`src/rtl/bht_pkg.sv`:
```
// Shared definitions for the branch history table: geometry, entry field
// layout and the write-scheduler state encoding.
package bht_pkg;

  localparam int BHT_IDX_W  = 6;
  localparam int BHT_DATA_W = 22;

  // Entry layout: {valid, tag[7:0], target[10:0], ctr[1:0]}
  localparam int VALID_BIT = 21;
  localparam int TAG_MSB   = 20;
  localparam int TAG_LSB   = 13;
  localparam int TGT_MSB   = 12;
  localparam int TGT_LSB   = 2;
  localparam int CTR_MSB   = 1;
  localparam int CTR_LSB   = 0;

  // SWEEP clears the table one entry per enabled cycle; RUN serves requests.
  typedef enum logic {
    SWEEP = 1'b0,
    RUN   = 1'b1
  } bht_state_e;

endpackage

```
`src/rtl/bht_upd_fifo.sv`:
```
// Deferred-update FIFO. Each slot carries a kill flag so an allocation can
// cancel queued updates to the same index without disturbing queue order;
// killed slots still occupy space and are consumed by a normal pop.
module bht_upd_fifo #(
  parameter int IDX_W  = 6,
  parameter int DATA_W = 22,
  parameter int QDEPTH = 2
) (
  input  logic                       CLK,
  input  logic                       nrst,
  input  logic                       clr,
  input  logic                       push,
  input  logic [IDX_W-1:0]           push_idx,
  input  logic [DATA_W-1:0]          push_data,
  input  logic                       push_kill,
  input  logic                       pop,
  input  logic                       kill_en,
  input  logic [IDX_W-1:0]           kill_idx,
  output logic                       head_kill,
  output logic [IDX_W-1:0]           head_idx,
  output logic [DATA_W-1:0]          head_data,
  output logic                       empty,
  output logic                       full,
  output logic [$clog2(QDEPTH):0]    count
);

  localparam int PTR_W = $clog2(QDEPTH);
  localparam int CNT_W = PTR_W + 1;

  logic              kill_reg [QDEPTH];
  logic [IDX_W-1:0]  idx_reg  [QDEPTH];
  logic [DATA_W-1:0] data_reg [QDEPTH];
  logic [PTR_W-1:0]  wr_ptr_reg;
  logic [PTR_W-1:0]  rd_ptr_reg;
  logic [CNT_W-1:0]  count_reg;

  assign head_kill = kill_reg[rd_ptr_reg];
  assign head_idx  = idx_reg[rd_ptr_reg];
  assign head_data = data_reg[rd_ptr_reg];
  assign empty     = (count_reg == '0);
  assign full      = (count_reg == CNT_W'(QDEPTH));
  assign count     = count_reg;

  // Per-slot storage: a push loads the slot; otherwise a matching allocation
  // marks it killed. A simultaneous push and pop on a full queue reuses the
  // head slot, which is safe because the head is read before the edge.
  genvar gi;
  generate
    for (gi = 0; gi < QDEPTH; gi++) begin : g_slot
      // Slot contents and kill flag
      always_ff @(posedge CLK or negedge nrst) begin
        if (!nrst) begin
          kill_reg[gi] <= 1'b0;
          idx_reg[gi]  <= '0;
          data_reg[gi] <= '0;
        end else if (push && (wr_ptr_reg == PTR_W'(gi))) begin
          kill_reg[gi] <= push_kill;
          idx_reg[gi]  <= push_idx;
          data_reg[gi] <= push_data;
        end else if (kill_en && (idx_reg[gi] == kill_idx)) begin
          kill_reg[gi] <= 1'b1;
        end
      end
    end
  endgenerate

  // Pointers and occupancy; clear wins over any push/pop in the same cycle
  always_ff @(posedge CLK or negedge nrst) begin
    if (!nrst) begin
      wr_ptr_reg <= '0;
      rd_ptr_reg <= '0;
      count_reg  <= '0;
    end else if (clr) begin
      wr_ptr_reg <= '0;
      rd_ptr_reg <= '0;
      count_reg  <= '0;
    end else begin
      if (push) wr_ptr_reg <= wr_ptr_reg + 1'b1;
      if (pop)  rd_ptr_reg <= rd_ptr_reg + 1'b1;
      count_reg <= count_reg + CNT_W'(push) - CNT_W'(pop);
    end
  end

endmodule

```
`src/rtl/bht_write_scheduler.sv`:
```
// Single write port arbiter for the branch history table. Allocations always
// win the port; counter updates are written directly when nothing is queued,
// otherwise deferred in order. Also runs the clear sweep after reset or an
// invalidate request.
module bht_write_scheduler
  import bht_pkg::*;
#(
  parameter int IDX_W  = BHT_IDX_W,
  parameter int DATA_W = BHT_DATA_W,
  parameter int QDEPTH = 2
) (
  input  logic                     CLK,
  input  logic                     nrst,
  input  logic                     en,
  input  logic                     stall,
  input  logic                     inv_req,
  input  logic                     alloc_req,
  input  logic [IDX_W-1:0]         alloc_idx,
  input  logic [DATA_W-1:0]        alloc_data,
  output logic                     alloc_ack,
  input  logic                     upd_req,
  input  logic [IDX_W-1:0]         upd_idx,
  input  logic [DATA_W-1:0]        upd_data,
  output logic                     upd_ack,
  output logic                     wr_en,
  output logic [IDX_W-1:0]         wr_idx,
  output logic [DATA_W-1:0]        wr_data,
  output logic                     busy,
  output logic [$clog2(QDEPTH):0]  q_count
);

  localparam logic [IDX_W-1:0] LAST_IDX = '1;

  bht_state_e        state_reg;
  logic [IDX_W-1:0]  sweep_ptr_reg;
  logic              wr_en_reg;
  logic [IDX_W-1:0]  wr_idx_reg;
  logic [DATA_W-1:0] wr_data_reg;
  logic              busy_reg;

  logic              fifo_clr;
  logic              fifo_push;
  logic              fifo_pop;
  logic              fifo_push_kill;
  logic              head_kill;
  logic [IDX_W-1:0]  head_idx;
  logic [DATA_W-1:0] head_data;
  logic              fifo_empty;
  logic              fifo_full;

  logic run_active;
  logic inv_take;
  logic alloc_take;
  logic bypass_take;

  // Request classification for the current cycle; only one table write may
  // be produced, with invalidate > allocation > queued update > bypass.
  always_comb begin
    run_active  = nrst && en && (state_reg == RUN) && !stall;
    inv_take    = run_active && inv_req;
    alloc_take  = run_active && !inv_req && alloc_req;
    fifo_pop    = run_active && !inv_req && !alloc_req && !fifo_empty;
    bypass_take = run_active && !inv_req && !alloc_req && fifo_empty && upd_req;
    alloc_ack   = alloc_take;
    // Beside an allocation an update needs a free slot; otherwise it is
    // either bypassed or queued behind a pop that frees room this cycle.
    upd_ack     = run_active && !inv_req && upd_req && (!alloc_req || !fifo_full);
    fifo_push   = upd_ack && !bypass_take;
    fifo_clr    = inv_take;
    fifo_push_kill = alloc_take && (upd_idx == alloc_idx);
  end

  bht_upd_fifo #(
    .IDX_W  (IDX_W),
    .DATA_W (DATA_W),
    .QDEPTH (QDEPTH)
  ) u_fifo (
    .CLK       (CLK),
    .nrst      (nrst),
    .clr       (fifo_clr),
    .push      (fifo_push),
    .push_idx  (upd_idx),
    .push_data (upd_data),
    .push_kill (fifo_push_kill),
    .pop       (fifo_pop),
    .kill_en   (alloc_take),
    .kill_idx  (alloc_idx),
    .head_kill (head_kill),
    .head_idx  (head_idx),
    .head_data (head_data),
    .empty     (fifo_empty),
    .full      (fifo_full),
    .count     (q_count)
  );

  // FSM, sweep pointer and the registered table write port
  always_ff @(posedge CLK or negedge nrst) begin
    if (!nrst) begin
      state_reg     <= SWEEP;
      sweep_ptr_reg <= '0;
      wr_en_reg     <= 1'b0;
      wr_idx_reg    <= '0;
      wr_data_reg   <= '0;
      busy_reg      <= 1'b1;
    end else begin
      wr_en_reg <= 1'b0;
      if (en) begin
        case (state_reg)
          SWEEP: begin
            if (inv_req) begin
              sweep_ptr_reg <= '0;
            end else begin
              wr_en_reg     <= 1'b1;
              wr_idx_reg    <= sweep_ptr_reg;
              wr_data_reg   <= '0;
              sweep_ptr_reg <= sweep_ptr_reg + 1'b1;
              if (sweep_ptr_reg == LAST_IDX) begin
                state_reg <= RUN;
                busy_reg  <= 1'b0;
              end
            end
          end
          RUN: begin
            if (!stall) begin
              if (inv_take) begin
                state_reg     <= SWEEP;
                sweep_ptr_reg <= '0;
                busy_reg      <= 1'b1;
              end else if (alloc_take) begin
                wr_en_reg   <= 1'b1;
                wr_idx_reg  <= alloc_idx;
                wr_data_reg <= alloc_data;
              end else if (fifo_pop) begin
                // A killed head is retired without touching the table
                if (!head_kill) begin
                  wr_en_reg   <= 1'b1;
                  wr_idx_reg  <= head_idx;
                  wr_data_reg <= head_data;
                end
              end else if (bypass_take) begin
                wr_en_reg   <= 1'b1;
                wr_idx_reg  <= upd_idx;
                wr_data_reg <= upd_data;
              end
            end
          end
          default: state_reg <= SWEEP;
        endcase
      end
    end
  end

  assign wr_en   = wr_en_reg;
  assign wr_idx  = wr_idx_reg;
  assign wr_data = wr_data_reg;
  assign busy    = busy_reg;

endmodule
```
`config.mk`:
```
export PLATFORM = sky130hd
export DESIGN_NAME = bht_write_scheduler
export DESIGN_NICKNAME = d
export VERILOG_FILES = /design/src/rtl/bht_pkg.sv /design/src/rtl/bht_upd_fifo.sv /design/src/rtl/bht_write_scheduler.sv
export SDC_FILE = /design/constraint.sdc
export NUM_CORES = 1
export LEC_CHECK = 0
export ABC_AREA = 1
export BUFFER_PORTS_ARGS = -buffer_cell sky130_fd_sc_hd__buf_2
export CAP_MARGIN = 20
export CORE_MARGIN = 1.5
export CORE_UTILIZATION = 60
export DETAILED_ROUTE_END_ITERATION = 7
export GPL_ROUTABILITY_DRIVEN = 1
export HOLD_SLACK_MARGIN = 0.06
export PLACE_DENSITY = 0.9
export SYNTH_ARGS = -nofsm -noshare
export SYNTH_HDL_FRONTEND = slang
export SYNTH_SLANG_ARGS = --single-unit
```
`constraint.sdc`:
```
create_clock -name CLK -period 3.6 [get_ports CLK]
set_clock_uncertainty 0.05 [all_clocks]
set_input_delay 0.18 -clock CLK [delete_from_list [all_inputs] [get_ports CLK]]
set_output_delay 0.18 -clock CLK [all_outputs]
set_load 0.02 [all_outputs]
```
; ---- After elaboration in Yosys (flattened, before gate mapping)
; Cells that the tools add are included.
[word_totals]
reg_bits = 99
inputBits = 63
out_inout_bits = 34
elab_cells = 126
[classes]
addsub = 5
order_cmp = 1
n_eq_ne = 12
mux = 57
n_bitwise = 3
n_reduce_logical = 33
[op_table]
columns = op, n
row1 = 2-to-1 mux 22 bit, 10
row2 = 2-to-1 mux 6 bit, 13
row3 = one-hot mux 22 bit (2 select lines), 1
row4 = 2-to-1 mux 1 bit, 27
row5 = one-hot mux 6 bit (2 select lines), 2
row6 = equality test 6 bit, 3
row7 = logical AND 1 bit, 18
row8 = "inequality test 2 bit, second input constant", 4
row9 = nonzero test 2 bit, 4
row10 = "adder 6 x 1 -> 6 bit, second input constant", 1
row11 = "equality test 6 bit, second input constant", 1
row12 = logical NOT 1 bit, 6
row13 = one-hot mux 1 bit (2 select lines), 3
row14 = AND reduction 6 bit, 1
row15 = AND reduction 5 bit, 1
row16 = "inequality test 4 x 1 -> 1 bit, second input constant", 1
row17 = "inequality test 4 bit, second input constant", 1
row18 = AND reduction 3 bit, 1
row19 = "adder 1 bit, second input constant", 2
row20 = adder 2 x 1 -> 2 bit, 1
row21 = "equality test 2 bit, second input constant", 1
row22 = "greater-or-equal comparator 2 bit, second input constant", 1
row23 = logical NOT 2 bit, 1
row24 = 2-to-1 mux 2 bit, 1
row25 = other kinds (5), 6

; ---- Longest topological paths before layout
; Gate-level depths: netlist of the first run.
[logic_depth]
word_depth = 14
depth_mapped = 13
mapped_depth_nobuf = 11

; ---- Cells and area by module
; A second synthesis of the first run with hierarchy kept.
[unflattened]
hier_cells = 696
area_unflattened_um2 = 5535.3
[modules_own_cells]
columns = module, n_inst, cells_per_inst, area_each_um2, seq_area_each_um2
row1 = bht_upd_fifo, 1, 345, 3138.0, 1551.5
row2 = bht_write_scheduler, 1, 351, 2397.3, 927.1

; ---- Worst setup path after synthesis of the first run
; Ideal clock, no wire load.
[synth_path]
path_kind = flip-flop to flip-flop
from = register u_fifo.count_reg[1] (netlist: u_fifo.count[1])
to = register u_fifo.count_reg[1] (netlist: u_fifo.count[1])
setup_ps = 125
arrival_time_ps = 1777
setup_slack_ps = 1648
path_stages_with_launch = 12
period_less_slack_ps = 1952
cell_sequence = dfrtp_1 nor2_1 nor2_1 nand3_1 clkbuf_1 inv_1 ha_1 inv_1 ha_1 inv_1 o21ai_0 a21oi_1
[synth_via]
elab_chain_cells = 8
word_cells_on_any_way = 14
classes_between = add/sub: 2 / eq/ne: 1 / mux: 1 / reduce/logical: 10
[synth_lines]
columns = element, line_no
row1 = from (decl), bht_upd_fifo.sv:35  ; logic [CNT_W-1:0] count_reg;
row2 = from (signal assigned), bht_upd_fifo.sv:80  ; count_reg <= count_reg + CNT_W'(push) - CNT_W'(pop);
row3 = equality test 2 bit / logical NOT 2 bit (equally long branches), "bht_upd_fifo.sv:41, bht_upd_fifo.sv:40"
row4 = logical NOT 1 bit / logical AND 1 bit (equally long branches), "bht_write_scheduler.sv:67, bht_write_scheduler.sv:63"
row5 = logical OR 1 bit / logical AND 1 bit (equally long branches), "bht_write_scheduler.sv:67, bht_write_scheduler.sv:63"
row6 = logical AND 1 bit / logical NOT 1 bit (equally long branches), "bht_write_scheduler.sv:67, bht_write_scheduler.sv:68"
row7 = logical AND 1 bit, bht_write_scheduler.sv:68  ; fifo_push = upd_ack && !bypass_take;
row8 = adder 2 x 1 -> 2 bit, bht_upd_fifo.sv:80
row9 = subtractor 2 x 1 -> 2 bit *, bht_upd_fifo.sv:80
row10 = 2-to-1 mux 2 bit *, bht_upd_fifo.sv:73  ; end else if (clr) begin
; Mark *: on every way between the ends. The rest lies on a longest branch, timed or not.
; A chain may end at the register's enable or synchronous reset.

; ---- Worst setup path after layout of the first run
[layout_path]
from = register state_reg
to = register u_fifo.data_reg[22] (netlist bit)
[layout_via]
elab_chain_cells = 9
word_cells_on_any_way = 11
classes_between = reduce/logical: 11
[layout_lines]
columns = element, line_no
row1 = from (decl), bht_write_scheduler.sv:34  ; bht_state_e state_reg;
row2 = from (signal assigned), bht_write_scheduler.sv:99  ; state_reg <= SWEEP;
row3 = from (signal assigned), bht_write_scheduler.sv:118  ; state_reg <= RUN;
row4 = from (signal assigned), bht_write_scheduler.sv:126  ; state_reg <= SWEEP;
row5 = logical AND 1 bit * (2 in series), bht_write_scheduler.sv:59  ; run_active = nrst && en && (state_reg == RUN) && !stall;
row6 = logical AND 1 bit *, "bht_write_scheduler.sv:63, bht_write_scheduler.sv:67"
row7 = logical AND 1 bit (3 in series), bht_write_scheduler.sv:63  ; bypass_take = run_active && !inv_req && !alloc_req && fifo_empty && upd_req;
row8 = logical NOT 1 bit, bht_write_scheduler.sv:68
row9 = logical AND 1 bit *, bht_write_scheduler.sv:68
row10 = logical AND 1 bit *, bht_upd_fifo.sv:56  ; end else if (push && (wr_ptr_reg == PTR_W'(gi))) begin
row11 = "to (signal, indexed assignment)", bht_upd_fifo.sv:59  ; data_reg[gi] <= push_data;
row12 = to (decl), bht_upd_fifo.sv:32  ; logic [DATA_W-1:0] data_reg [QDEPTH];
; Marks and branches as above.

==> results of run 1 <==
layout make-up:
cell class / instances / area share
clock buffers: 11 / 0.0203
flip-flops and latches: 99 / 0.383
well taps: 108 / 0.0209
inverters: 70 / 0.0406
multi-input cells: 511 / 0.367
clock inverters: 5 / 0.00928
repair buffers: 154 / 0.160
where the power goes:
group          internal [mW]  switching, mW
clock                  0.326          0.398
combinational          0.460          0.797
sequential              1.46          0.262
kinds of logic after synthesis:
logic type,share of synthesized area
and+or+nand+nor,0.318
buffers and inverters,0.0912
AOI/OAI and AO/OA,0.106
DFF,0.464
xor gates and xnor gates,0.0131
adders and majority gates,0.00703
worst paths after layout:
path	end	cells past startpoint	slack, ns
setup / recovery	u_fifo.data_reg[22]	8	0.80
setup reg to reg	u_fifo.data_reg[22]	8	0.80
max in group asynchronous	u_fifo.rd_ptr_reg	4	1.93
hold reg to reg	wr_idx[1]	2	0.44
hold / removal	sweep_ptr_reg[1]	3	0.07
min in group asynchronous	u_fifo.idx_reg[3]	3	0.36
cells in the mapped netlist, types with 6 or more instances:
master and instances:
a21oi_1 11, buf_1 6, buf_2 11, clkbuf_1 20, dfrtp_1 98, inv_1 69, nand2_1 292, nand3_1 36
nand4_1 41, nor2_1 14, o211ai_1 22, o21ai_0 33, o21ai_1 33
placed cells by master, fill, tap and decap left out, drive strengths merged, types with 3 or more instances in the layout:
master	instances
inv	72
nand3	37
xor2	4
nand4	41
nor3	5
o211ai	22
ha	3
nor2	16
xnor2	4
o21ai	66
a21oi	11
or2	3
dfrtp	98
nand2	297
buf	108
dlygate4sd3	46
clkbuf	11
through the flow:
stage	power (mW)	instance area [um^2]	std cells	hold WS [ns]	utilization
global route	3.95	6470	958	0.0638	0.746
detailed placement	2.93	5820	896	0.224	0.671
global placement	2.85	5820	896	0.219	0.671
CTS	3.70	6470	958	0.0621	0.746
floorplan	2.51	5340	724	-0.166	-
finish	3.71	6470	958	0.0698	0.746
tightest hold or removal path, delay by kind of cell:
kind                   cells  cell delay, ns
buffers and inverters      1            0.14
AND/OR/NAND/NOR            2            0.14
per-layer routing:
metal | wire (um) | part of all wire | up-vias | GRT usage
met1 | 5830 | 0.38 | 2588 | 0.393
met4 | 876 | 0.058 | 0 | 0.205
met2 | 7490 | 0.49 | 291 | 0.562
met3 | 1000 | 0.066 | 72 | 0.0662
met5 | 0 | 0 | - | 0
li1 | - | - | 2570 | -
==> impl_metrics.yaml, run 1 <==
cts:
  cts_resized: 0
  clk_pin_slew_ns: 0.11
  clk-insertion-delay-late_ns: 0.38
  cts_sinks: 99
  post-cts-setup-buffers: 0
  htreeDepth: 3
  clock-root-buffer: "clkbuf_8"
  numCtsBuffers: 9
  holdBufCountCts: 46
  cts_tree: "yes"
  cts_max_path_buffers: 2
critical_path:
  r2r_start: "state_reg"
  cp_common_cell: "nand2_1"
  worstPathRequired_ns: 3.81
  slowest_stage: "dfrtp_1"
  cp.arrival_ns: 3.01
  worstSetupStartpoint: "state_reg"
  start_kind: "flip-flop"
  critPathCaptureType: "flip-flop"
  path_buf_inv: 0
  critPathKind: "reg -> reg"
  critical-path-max-stage-delay_ns: 0.57
  cp_max_fo: 59
  path_cells: "nand2_1, nor2_4, nand2_1, nor2_1, nand2_1, nor2_4, nand2_2, o21ai_0"
  crit_family: "simple AND/OR/NAND/NOR gates"
place:
  preCtsSetupSlack_ns: 0.896
  dp_hpwl_um: 9730
  numPortBuffers: 96
  gp_congestion: 0.932
timing:
  fmax_mhz: 357
  finalMaxSlewViolations: 0
  final.period_utilization: 0.778
  rsz0062_at_grt: "no"
  hold_violations: 0
  relSlewSlack: 0.306
  setup_viol: 0
  fin_crit_ns: 2.80
  fin_setup_tns_ns: 0
  worst_pin_slew_ns: 1.04
  post-route-worst-setup-slack_ns: 0.800
finish:
  nFillCells: 632
  largest_reg_flops: 44
  antenna_cells: 0
  nNetsFinal: 911
  seq_area_mm2: 0.00248
  multi_input_area_mm2: 0.00237
  drive_above_1_share: 0.161
  area_growth_pct: 21.3
yosys:
  synth-edff-count: 0
  synth_top_area_share: 0.460
  syn_nets: 790
  post_synth_inst_count: 724
  yosys_warnings: 0
  synth_top_flop_cell: "dfrtp_1"
  ys_seq_area_frac: 0.464
  synth.area.top_cells: "dfrtp_1 (46%), nand2_1 (21%), inv_1 (4.9%)"
  synth_seq_cells: 99
  ys_types: 28
  syn-mean-instance-area_um2: 7.37
  synth.largest_area_cell: "dfrtp_1"
  synth_area_mm2: 0.00534
  async_reset_ff_frac: 1.00
hold_path:
  worstHoldPathType: "in -> reg"
  min_from: "en"
route:
  vias_per_cell: 5.76
  drt-total-wl_um: 15200
  drc: 0
  vias: 5521
  wl_per_cell_um: 15.9
  drtPass1Iterations: 5
  postRouteAntennaNets: 0
  first_iter_violations: 414
floorplanning:
  die_area_mm2: 0.00947
  start_util: 0.615
  fp.dieH_um: 97.3
  die_w_um: 97.3
  core_mm2: 0.00868
  num_io_pins: 97
  rows: 34
grt:
  grt_max_degree: 69
  grt_use_total: 0.333
  grt_pass1_wl_um: 25200
  grt_overflow: 0
  grt_pass1_vias: 5443
  antenna_found_initial: 0
power:
  pwr_density_cell_mw_per_mm2: 573
  p_leak_nw: 3.59
  ir_drop_mv: 0.290
status:
  status: "complete, no violations"
run:
  cap_violations: 0
(Power assumes the default switching activity.)
==> run 2: changes to the inputs <==
- CORE_UTILIZATION: 60 -> 56
- PLACE_DENSITY: 0.9 -> 0.85
- clock period: 3.6 -> 2.78 ns (I/O delays scaled with it)
==> impl_metrics.yaml, run 2 (synthesis results as in run 1) <==
power:
  p_leak_nw: 3.65
  combPwrFrac: 0.329
  p_seq_frac: 0.449
  switching_share: 0.380
  ir_drop_mv: 0.576
  netSwitchingPower_mw: 1.89
  pwr_density_cell_mw_per_mm2: 749
  p_int_mw: 3.09
  clkPwrFrac: 0.222
timing:
  relSlewSlack: 0.386
  fin_crit_ns: 2.53
  final.period_utilization: 0.910
  post-route-worst-setup-slack_ns: 0.251
  hold_violations: 0
  setup_viol: 0
  rsz0062_at_grt: "no"
  fmax_mhz: 395
  finalMaxSlewViolations: 0
  worst_pin_slew_ns: 0.921
grt:
  antenna_found_initial: 1
  grt_overflow: 0
  grt_max_degree: 71
  grt_pass1_vias: 5384
  grt_pass1_wl_um: 25600
  grt_use_total: 0.328
hold_path:
  worstHoldPathType: "in -> reg"
  min_delay_path_depth: 5
route:
  drc: 0
  vias_per_cell: 5.57
  drtPass1Iterations: 5
  wl_per_cell_um: 15.6
  drt-total-wl_um: 15500
  postRouteAntennaNets: 0
  first_iter_violations: 427
  vias: 5506
cts:
  clk-insertion-delay-late_ns: 0.38
  cts_sinks: 99
  numCtsBuffers: 9
  cts_tree: "yes"
  htreeDepth: 3
  cts_max_path_buffers: 2
  clock-root-buffer: "clkbuf_8"
  clk_pin_slew_ns: 0.10
critical_path:
  cp_max_fo: 30
  critPathCaptureType: "flip-flop"
  rr_worst_depth: 10
  cp.arrival_ns: 2.75
  worstPathRequired_ns: 3.00
  critPathKind: "reg -> reg"
  start_kind: "flip-flop"
finish:
  layout_common_cells: "nand2_1 (292), dfrtp_1 (98), buf_2 (95)"
  antenna_cells: 0
  largest_reg_flops: 44
  final_util: 0.719
  drive_above_1_share: 0.165
  area_growth_pct: 24.6
  nNetsFinal: 921
  final_common_cell: "nand2_1"
  fin_cells: 989
place:
  dp_hpwl_um: 9790
  numPortBuffers: 96
  preCtsSetupSlack_ns: -0.0996
  placedCellCount: 920
  gp_congestion: 0.938
floorplanning:
  core_mm2: 0.00924
  fp.dieH_um: 101
  start_util: 0.578
  die_area_mm2: 0.0101
  num_io_pins: 97
  die_w_um: 101
  rows: 35
run:
  cap_violations: 0
status:
  status: "complete, no violations"
## run 2: cell types whose count changed in the layout (fill, tap and decap cells not counted), sizes merged
cell         delta
buf             +3
bufinv          +2
clkbuf          -2
clkinv          +2
dlygate4sd3     +7
inv             -2
## run 2: stage by stage
step	area [um^2]	power, mW	TNS [ns]	hold WS [ns]
finish	6650	4.98	0	0.169
floorplan	5340	3.25	0	-0.207
global placement	5870	3.70	-0.00171	0.160
global route	6650	5.30	0	0.195
detailed placement	5870	3.79	-0.147	0.172
CTS	6650	4.96	0	0.147
## run 2: timing repair
action | in CTS | in global routing
gates resized for setup | 1 | 0
setup endpoints to repair | 20 | 0
hold endpoints to repair | 110 | 0
buffers inserted | 0 | 0
hold buffers | 53 | 0
## run 2: power groups by stage
stage / Combinational, mW / Clock (mW) / Sequential, mW
floorplan: 0.922 / 0 / 2.32
global placement: 1.50 / 0 / 2.21
detailed placement: 1.55 / 0 / 2.24
CTS: 1.62 / 1.12 / 2.22
global route: 1.84 / 1.18 / 2.28
finish: 1.64 / 1.11 / 2.24
## run 2: routing by layer
layer / wire length (um) / global-route usage / up-vias / share of wire
met5: 7 / 0 / - / 0.00045
met4: 612 / 0.148 / 2 / 0.040
met1: 6030 / 0.387 / 2620 / 0.39
li1: - / - / 2589 / -
met3: 944 / 0.0687 / 56 / 0.061
met2: 7860 / 0.574 / 239 / 0.51
## run 2: final timing paths
| kind | start | end | slack, ns |
|---|---|---|---|
| max in group asynchronous | nrst | u_fifo.data_reg[21] | 1.09 |
| min | alloc_idx[2] | u_fifo.kill_reg[1] | 0.17 |
| min reg2reg | wr_idx[1] | wr_idx[1] | 0.44 |
| max | u_fifo.count[1] | u_fifo.count[1] | 0.25 |
| min in group asynchronous | nrst | wr_data[8] | 0.33 |
| max reg2reg | u_fifo.count[1] | u_fifo.count[1] | 0.25 |
## run 2: area by class of cell
cell class                 count  area [um^2]
clock buffer                   9          124
clock inverter                 7          116
fill                         714         2590
inverter                      70          263
multi-input combinational    511         2380
sequential                    99         2480
tap                          129          161
timing repair buffer         164         1130
## run 2: worst max-delay path, cell delays in order, from the launching register on
cell	delay [ns]
dfrtp_1	0.43
nor2_1	0.10
nor2_4	0.57
nand3_1	0.44
inv_1	0.14
ha_1	0.23
inv_1	0.05
ha_1	0.14
inv_1	0.04
o21ai_0	0.16
a21oi_1	0.06
==> run 3: changes to the inputs <==
- clock period: 2.78 -> 2.9 ns (I/O delays scaled with it)
==> impl_metrics.yaml, run 3 (synthesis results as in run 1) <==
route:
  wl_per_cell_um: 15.4
  vias_per_cell: 5.58
  drc: 0
  vias: 5525
  first_iter_violations: 464
  drt-total-wl_um: 15300
  postRouteAntennaNets: 0
  drtPass1Iterations: 7
floorplanning:
  die_w_um: 101
  die_area_mm2: 0.0101
  rows: 35
  core_mm2: 0.00924
  num_io_pins: 97
  fp.dieH_um: 101
  start_util: 0.578
critical_path:
  cp_max_fo: 18
  path_cells: "dlygate4sd3_1, buf_2, inv_1, nand3_2, inv_1, buf_2"
  critical-path-max-stage-delay_ns: 0.53
  worstPathRequired_ns: 2.71
  r2r_start: "state_reg"
  critPathCaptureType: "output pin"
  start_kind: "input pin"
  slowest_stage: "dlygate4sd3_1"
  critPathKind: "in -> out"
  crit_family: "buffers and inverters"
  path_buf_inv: 5
  cp.arrival_ns: 2.11
  worstSetupStartpoint: "inv_req"
cts:
  htreeDepth: 3
  clock-root-buffer: "clkbuf_8"
  numCtsBuffers: 9
  post-cts-setup-buffers: 0
  cts_resized: 0
  cts_sinks: 99
  clk-insertion-delay-late_ns: 0.38
  cts_max_path_buffers: 2
  cts_tree: "yes"
  holdBufCountCts: 53
  clk_pin_slew_ns: 0.11
grt:
  grt_max_degree: 89
  antenna_found_initial: 0
  grt_use_total: 0.323
  grt_pass1_vias: 5469
  grt_overflow: 0
  grt_pass1_wl_um: 25400
place:
  placedCellCount: 920
  placed_cell_area_mm2: 0.00590
  dp_hpwl_um: 9800
  numPortBuffers: 96
  gp_congestion: 0.910
finish:
  final_common_cell: "nand2_1"
  largest_reg_flops: 44
  final_area_mm2: 0.00665
  nNetsFinal: 922
  drive_above_1_share: 0.166
  area_growth_pct: 24.5
  final_util: 0.719
  layout_common_cells: "nand2_1 (292), dfrtp_1 (98), buf_2 (95)"
  fin_cells: 990
  antenna_cells: 0
timing:
  final.period_utilization: 0.794
  fin_crit_ns: 2.30
  setup_viol: 0
  relSlewSlack: 0.624
  finalMaxSlewViolations: 0
  rsz0062_at_grt: "no"
  hold_violations: 0
  fmax_mhz: 434
  hold_ws_ns: 0.0960
  worst_pin_slew_ns: 0.563
  fin_setup_tns_ns: 0
status:
  status: "complete, no violations"
run:
  cap_violations: 0
hold_path:
  worstHoldPathType: "in -> async"
power:
  pwr_density_cell_mw_per_mm2: 690
  ir_drop_mv: 0.390
  p_leak_nw: 3.66
[run 3: per-stage QoR]
stage / worst slack [ns] / power (mW)
final: 0.596 / 4.59
after global routing: 0.401 / 4.91
after CTS: 0.642 / 4.56
after detailed placement: 0.747 / 3.64
after global placement: 0.881 / 3.55
after floorplan: 0.948 / 3.11
[run 3: layer usage]
layer / share of wire / global-route usage / vias to the layer above
met1: 0.39 / 0.386 / 2579
met4: 0.059 / 0.224 / 0
li1: - / - / 2597
met2: 0.49 / 0.540 / 276
met5: 0 / 0 / -
met3: 0.065 / 0.0479 / 73
[run 3: cell type report]
type                       instances  area [um^2]
clock buffer                       9          124
fill                             702         2590
sequential                        99         2480
inverter                          70          263
clock inverter                     7         67.6
timing repair buffer             165         1180
multi-input combinational        511         2370
tap                              129          161
[run 3: where the power goes]
part	total [mW]	switching, mW	internal [mW]
sequential	2.14	0.323	1.82
clock	0.870	0.535	0.335
combinational	1.58	0.996	0.584
[run 3: final timing paths]
check | cells after the start | endpoint | slack (ns)
setup reg to reg | 9 | u_fifo.idx_reg[9] | 0.70
hold reg to reg | 2 | wr_data[18] | 0.44
min in group CLK | 5 | u_fifo.kill_reg[0] | 0.18
hold / removal | 2 | wr_data[4] | 0.1
max in group asynchronous | 4 | busy | 1.70
setup / recovery | 6 | alloc_ack | 0.60
